==> config.mk <==
export PLATFORM = sky130hd
export DESIGN_NAME = apple_spawner
export DESIGN_NICKNAME = d
export VERILOG_FILES = /design/src/rtl/snake_pkg.sv /design/src/rtl/spawn_lfsr.sv /design/src/rtl/apple_spawner.sv
export SDC_FILE = /design/constraint.sdc
export NUM_CORES = 1
export LEC_CHECK = 0
export CAP_MARGIN = 20
export CORE_ASPECT_RATIO = 0.75
export CORE_UTILIZATION = 41
export DETAILED_ROUTE_END_ITERATION = 8
export SKIP_CTS_REPAIR_TIMING = 1
export SLEW_MARGIN = 40
export SYNTH_ARGS = -nofsm -noshare
export SYNTH_HDL_FRONTEND = slang
export SYNTH_SLANG_ARGS = --single-unit
==> constraint.sdc <==
create_clock -name clk -period 4.1 [get_ports clk]
set_input_delay 0.82 -clock clk [delete_from_list [all_inputs] [get_ports clk]]
set_output_delay 0.82 -clock clk [all_outputs]
set_load 0.01 [all_outputs]
==> src/rtl/snake_pkg.sv <==
// Shared snake-game constants, spawner state encoding and the spawner LFSR step function.
package snake_pkg;

    localparam int unsigned COORD_W    = 6;
    localparam int unsigned GRID_W     = 64;
    localparam int unsigned GRID_H     = 48;
    localparam int unsigned NUM_APPLES = 5;
    localparam int unsigned SLOT_W     = 3;
    localparam int unsigned LFSR_W     = 16;
    localparam int unsigned TRIES_W    = 8;

    // Galois taps for x^16+x^14+x^13+x^11+1 in right-shift form
    localparam logic [LFSR_W-1:0] LFSR_TAPS = 16'hB400;

    typedef enum logic [1:0] {
        SPAWN_IDLE    = 2'd0,
        SPAWN_PROPOSE = 2'd1,
        SPAWN_CHECK   = 2'd2
    } spawn_state_t;

    function automatic logic [LFSR_W-1:0] lfsr_next(input logic [LFSR_W-1:0] v);
        lfsr_next = v[0] ? ((v >> 1) ^ LFSR_TAPS) : (v >> 1);
    endfunction

endpackage

==> src/rtl/spawn_lfsr.sv <==
// Free-running 16-bit Galois LFSR supplying candidate apple positions.
module spawn_lfsr
    import snake_pkg::*;
#(
    parameter logic [LFSR_W-1:0] SEED = 16'hACE1
) (
    input  logic              clk,
    input  logic              rst_n,
    output logic [LFSR_W-1:0] value
);

    logic [LFSR_W-1:0] r_value;

    always_ff @(posedge clk or negedge rst_n) begin
        if (!rst_n) begin
            r_value <= SEED;
        end else begin
            r_value <= lfsr_next(r_value);
        end
    end

    assign value = r_value;

endmodule

==> src/rtl/apple_spawner.sv <==
// Places an apple in a requested slot by probing random cells against the occupancy block.
// Optional APPLE_SPAWN_STATS_EN adds a wrapping 16-bit count of successful spawns.
module apple_spawner
    import snake_pkg::*;
#(
    parameter int unsigned       MAX_TRIES = 64,
    parameter logic [LFSR_W-1:0] LFSR_SEED = 16'hACE1
) (
    input  logic                          clk,
    input  logic                          rst_n,
    input  logic                          spawn_req,
    input  logic [SLOT_W-1:0]             spawn_slot,
    output logic [COORD_W-1:0]            q_x,
    output logic [COORD_W-1:0]            q_y,
    input  logic                          q_answer,
    output logic [COORD_W*NUM_APPLES-1:0] apple_x,
    output logic [COORD_W*NUM_APPLES-1:0] apple_y,
    output logic                          busy,
    output logic                          done,
    output logic                          fail
`ifdef APPLE_SPAWN_STATS_EN
    ,
    output logic [15:0]                   spawn_count
`endif
);

    localparam int unsigned          APPLES_W   = COORD_W * NUM_APPLES;
    localparam logic [SLOT_W-1:0]    SLOT_LIMIT = SLOT_W'(NUM_APPLES);
    localparam logic [TRIES_W-1:0]   TRIES_MAX  = TRIES_W'(MAX_TRIES);

    spawn_state_t          r_state;
    logic [SLOT_W-1:0]     r_slot;
    logic [TRIES_W-1:0]    r_tries;
    logic [COORD_W-1:0]    r_q_x;
    logic [COORD_W-1:0]    r_q_y;
    logic [APPLES_W-1:0]   r_apple_x;
    logic [APPLES_W-1:0]   r_apple_y;
    logic                  r_busy;
    logic                  r_done;
    logic                  r_fail;
    logic [LFSR_W-1:0]     w_lfsr;
    logic [3:0]            w_unused_lfsr;

    spawn_lfsr #(
        .SEED (LFSR_SEED)
    ) u_lfsr (
        .clk   (clk),
        .rst_n (rst_n),
        .value (w_lfsr)
    );

    // Top nibble of the LFSR is not part of any candidate coordinate
    assign w_unused_lfsr = w_lfsr[15:12];

    always_ff @(posedge clk or negedge rst_n) begin
        if (!rst_n) begin
            r_state   <= SPAWN_IDLE;
            r_slot    <= '0;
            r_tries   <= '0;
            r_q_x     <= '0;
            r_q_y     <= '0;
            r_apple_x <= '0;
            r_apple_y <= '0;
            r_busy    <= 1'b0;
            r_done    <= 1'b0;
            r_fail    <= 1'b0;
        end else begin
            r_done <= 1'b0;
            r_fail <= 1'b0;
            case (r_state)
                SPAWN_IDLE: begin
                    if (spawn_req) begin
                        if (spawn_slot < SLOT_LIMIT) begin
                            r_slot  <= spawn_slot;
                            r_tries <= '0;
                            r_state <= SPAWN_PROPOSE;
                            r_busy  <= 1'b1;
                        end else begin
                            r_fail <= 1'b1;
                        end
                    end
                end
                SPAWN_PROPOSE: begin
                    r_q_x   <= w_lfsr[5:0];
                    r_q_y   <= w_lfsr[11:6];
                    if (r_tries != '1) begin
                        r_tries <= r_tries + 8'd1;
                    end
                    r_state <= SPAWN_CHECK;
                end
                SPAWN_CHECK: begin
                    // Range and self-collision rejection are left to the inquiry block
                    if (!q_answer) begin
                        r_apple_x[r_slot*COORD_W +: COORD_W] <= r_q_x;
                        r_apple_y[r_slot*COORD_W +: COORD_W] <= r_q_y;
                        r_done  <= 1'b1;
                        r_state <= SPAWN_IDLE;
                        r_busy  <= 1'b0;
                    end else if (r_tries >= TRIES_MAX) begin
                        r_fail  <= 1'b1;
                        r_state <= SPAWN_IDLE;
                        r_busy  <= 1'b0;
                    end else begin
                        r_state <= SPAWN_PROPOSE;
                    end
                end
                default: begin
                    r_state <= SPAWN_IDLE;
                    r_busy  <= 1'b0;
                end
            endcase
        end
    end

`ifdef APPLE_SPAWN_STATS_EN
    logic [15:0] r_spawn_count;

    // Counts alongside the slot write so the total is current in the done cycle
    always_ff @(posedge clk or negedge rst_n) begin
        if (!rst_n) begin
            r_spawn_count <= '0;
        end else if (r_state == SPAWN_CHECK && !q_answer) begin
            r_spawn_count <= r_spawn_count + 16'd1;
        end
    end

    assign spawn_count = r_spawn_count;
`endif

    assign q_x     = r_q_x;
    assign q_y     = r_q_y;
    assign apple_x = r_apple_x;
    assign apple_y = r_apple_y;
    assign busy    = r_busy;
    assign done    = r_done;
    assign fail    = r_fail;

endmodule

==> run metrics <==
dpl hpwl 9.50 mm; dpl ws 0.273 ns; outcome completed; Yosys top cell area share 45.9%; Leak 2.87 nW; Clk Latency, worst-skew pair 0.35 ns; PwrDens 637 nW/um2; hold crit path type register to register; drt first pass iters 5; Ant. Diodes 0; first-pass GRT wire length 20.5 mm; Hold Slack 0.360 ns; mean post-synth cell area 11.6 um2; worst-path fanout max 49; Clock Pin Slew Worst Setup and Hold Paths 0.08 ns; Fin. Hold Viols 0; YS warnings 0; 1st-iter DRT viols 290; Setup crit start kind register; count of boundary I/O pins 82; Via-to-Cell Ratio 5.53; GR Overflow Total 0; top cells by area, synth dfrtp_1 (46%), mux2_2 (14%), dfstp_2 (4.0%), a21oi_1 (3.1%), nand2_1 (2.9%); DRC 0; GR Util met3 5.30%; pin slew with the least headroom to its limit 0.882 ns; Fmax 0.261 GHz; port buffer count 81; share of layout cells above drive strength 1 23.0%; Setup crit end kind register; initial antenna violation count 0; Async S/R FF share, synth 100%; Critical path origin r_slot[0]; maxcap violations 0; syn_nets 466; # setup viols final 0; row count 35; post-synth design cell area 5230 um2; worst setup path category register to register; gp weighted congestion 0.938; TritonCTS clock tree built; top post-synthesis cells by count dfrtp_1 (96), mux2_2 (64), nand2_1 (41); Final min period 3.82 ns; CTS HTree Levels 3; vias post-DR 3851; RSZ-0062 raised after global routing false; Psw 1.81 mW; Worst R2R Setup Slack 0.28 ns; M1 GR Usage 29.3%; Peak VDD IR 539 uV; Die Height 99.8 um; cell internal pwr 2.33 mW; number of global-route vias before repair 3691; capture point of the critical path apple_y[18]; clock power share 20.8%; EDFF count, synth 0; core area 12300 um2; Critical R2R Capture apple_y[18]; hold path startpoint u_lfsr.value[6]; Synth area leader dfrtp_1; met2 Track Usage GR 29.6%; Worst Path Required 4.34 ns; Final Max Slew Viols 0; sequential share of the synthesized area 49.9%; top-count cell post-synth dfrtp_1; Sw Share 43.8%; Top Usage Layer GRT met2; Final Non-Filler Cells 696; DIE WIDTH 132 um; All-Layer GR Usage 20.2%; ys flop type dfrtp_1; FF+latch count, synth 104; Final Skew 0.0106 ns; initial core utilization 42.4%; worst flop-to-flop path startpoint r_slot[0]; cell count after synthesis 451; Worst slew margin 40.8%; total CTS buffers 9; clock root cell clkbuf_16; post-synth cell types 68; Routed Antenna Nets 0; post-route setup slack 0.275 ns; layout net count 540; Worst EP arrival 4.07 ns; placed insts 680; pin count of the biggest net entering global routing 79; Setup TNS 0 ns; die area 13200 um2; Area Overhead vs Synth 24.2%; Logic pwr share 49.1%; clock buffer depth 2; DR WL/cell 18.5 um; share of total power in sequential cells 30.1%; post-route clock period utilization 93.3%; R2R depth 9; CTS sink count 104; WL final 12.9 mm; FILL cells 1088
==> cell type report <==
type,instances,area [um2],area share [%]
clock inverters,7,83.8,1.29
flip-flops and latches,104,2610,40.2
inverters,11,45.0,0.693
multi-input cells,311,2460,37.9
well taps,166,208,3.19
clock buffers,9,225,3.46
repair buffers,88,865,13.3
==> per-layer routing <==
metal | vias to the layer above | routed length [um] | share of wire, %
met2 | 144 | 5620 | 44
met5 | - | 0 | 0
met3 | 15 | 879 | 6.8
li1 | 1784 | - | -
met4 | 0 | 184 | 1.4
met1 | 1908 | 6170 | 48
==> state kept, by name (all words and copies together) (netlist names) <==
signal,count
apple_x,30
apple_y,30
u_lfsr.value,16
r_tries,8
q_x,6
q_y,6
r_slot,3
r_state,2
busy,1
done,1
fail,1
==> cell families after synthesis <==
kind of cell | share of synthesized area, %
compound gates | 13.6
xor+xnor | 2.61
fa+ha+maj | 2.06
buf+inv | 3.04
flops | 49.9
mux | 17.0
simple gates | 11.7
==> worst min path at each step <==
stage                       endpoint  cells past startpoint
finish               u_lfsr.value[5]                      0
global route         u_lfsr.value[5]                      0
CTS                  u_lfsr.value[5]                      0
detailed placement  u_lfsr.value[11]                      0
global placement    u_lfsr.value[11]                      0
floorplan           u_lfsr.value[11]                      0
==> power groups by stage <==
stage / Sequential [mW] / Clock, mW / Combinational (mW)
final: 1.25 / 0.862 / 2.03
after global routing: 1.27 / 0.930 / 2.19
after CTS: 1.25 / 0.886 / 2.00
after detailed placement: 1.27 / 0 / 1.99
after global placement: 1.26 / 0 / 1.98
after floorplan: 1.30 / 0 / 1.39
==> critical path: stages, from the launching register on <==
cell	delay, ns
dfrtp_1	0.35
buf_4	0.45
clkinvlp_4	0.38
ha_1	0.31
nor3b_1	0.15
ha_1	0.52
nor4bb_1	0.57
nand3_1	0.29
o22ai_2	0.32
mux2_2	0.38
==> metrics by stage <==
stage	area [um2]	utilization, %	total power, mW
CTS	6500	52.6	4.13
detailed placement	6190	50.1	3.26
global route	6500	52.6	4.38
floorplan	5230	-	2.69
finish	6500	52.6	4.14
global placement	6180	50.1	3.24
==> cell usage in the layout (no fill, tap or decap), types with 6 or more instances in the layout <==
cell,synthesis,layout
nand2_1,41,41
ha_1,7,7
nand3_1,7,7
clkdlybuf4s50_1,0,80
mux2i_1,10,10
clkbuf_16,0,9
a21oi_1,32,32
inv_1,10,10
dfrtp_1,96,96
dfstp_2,8,8
nor2_1,18,18
a22o_1,10,10
nor2b_1,6,6
mux2_2,64,64
buf_4,3,7
o21ai_0,18,18
(Power assumes the default switching activity.)
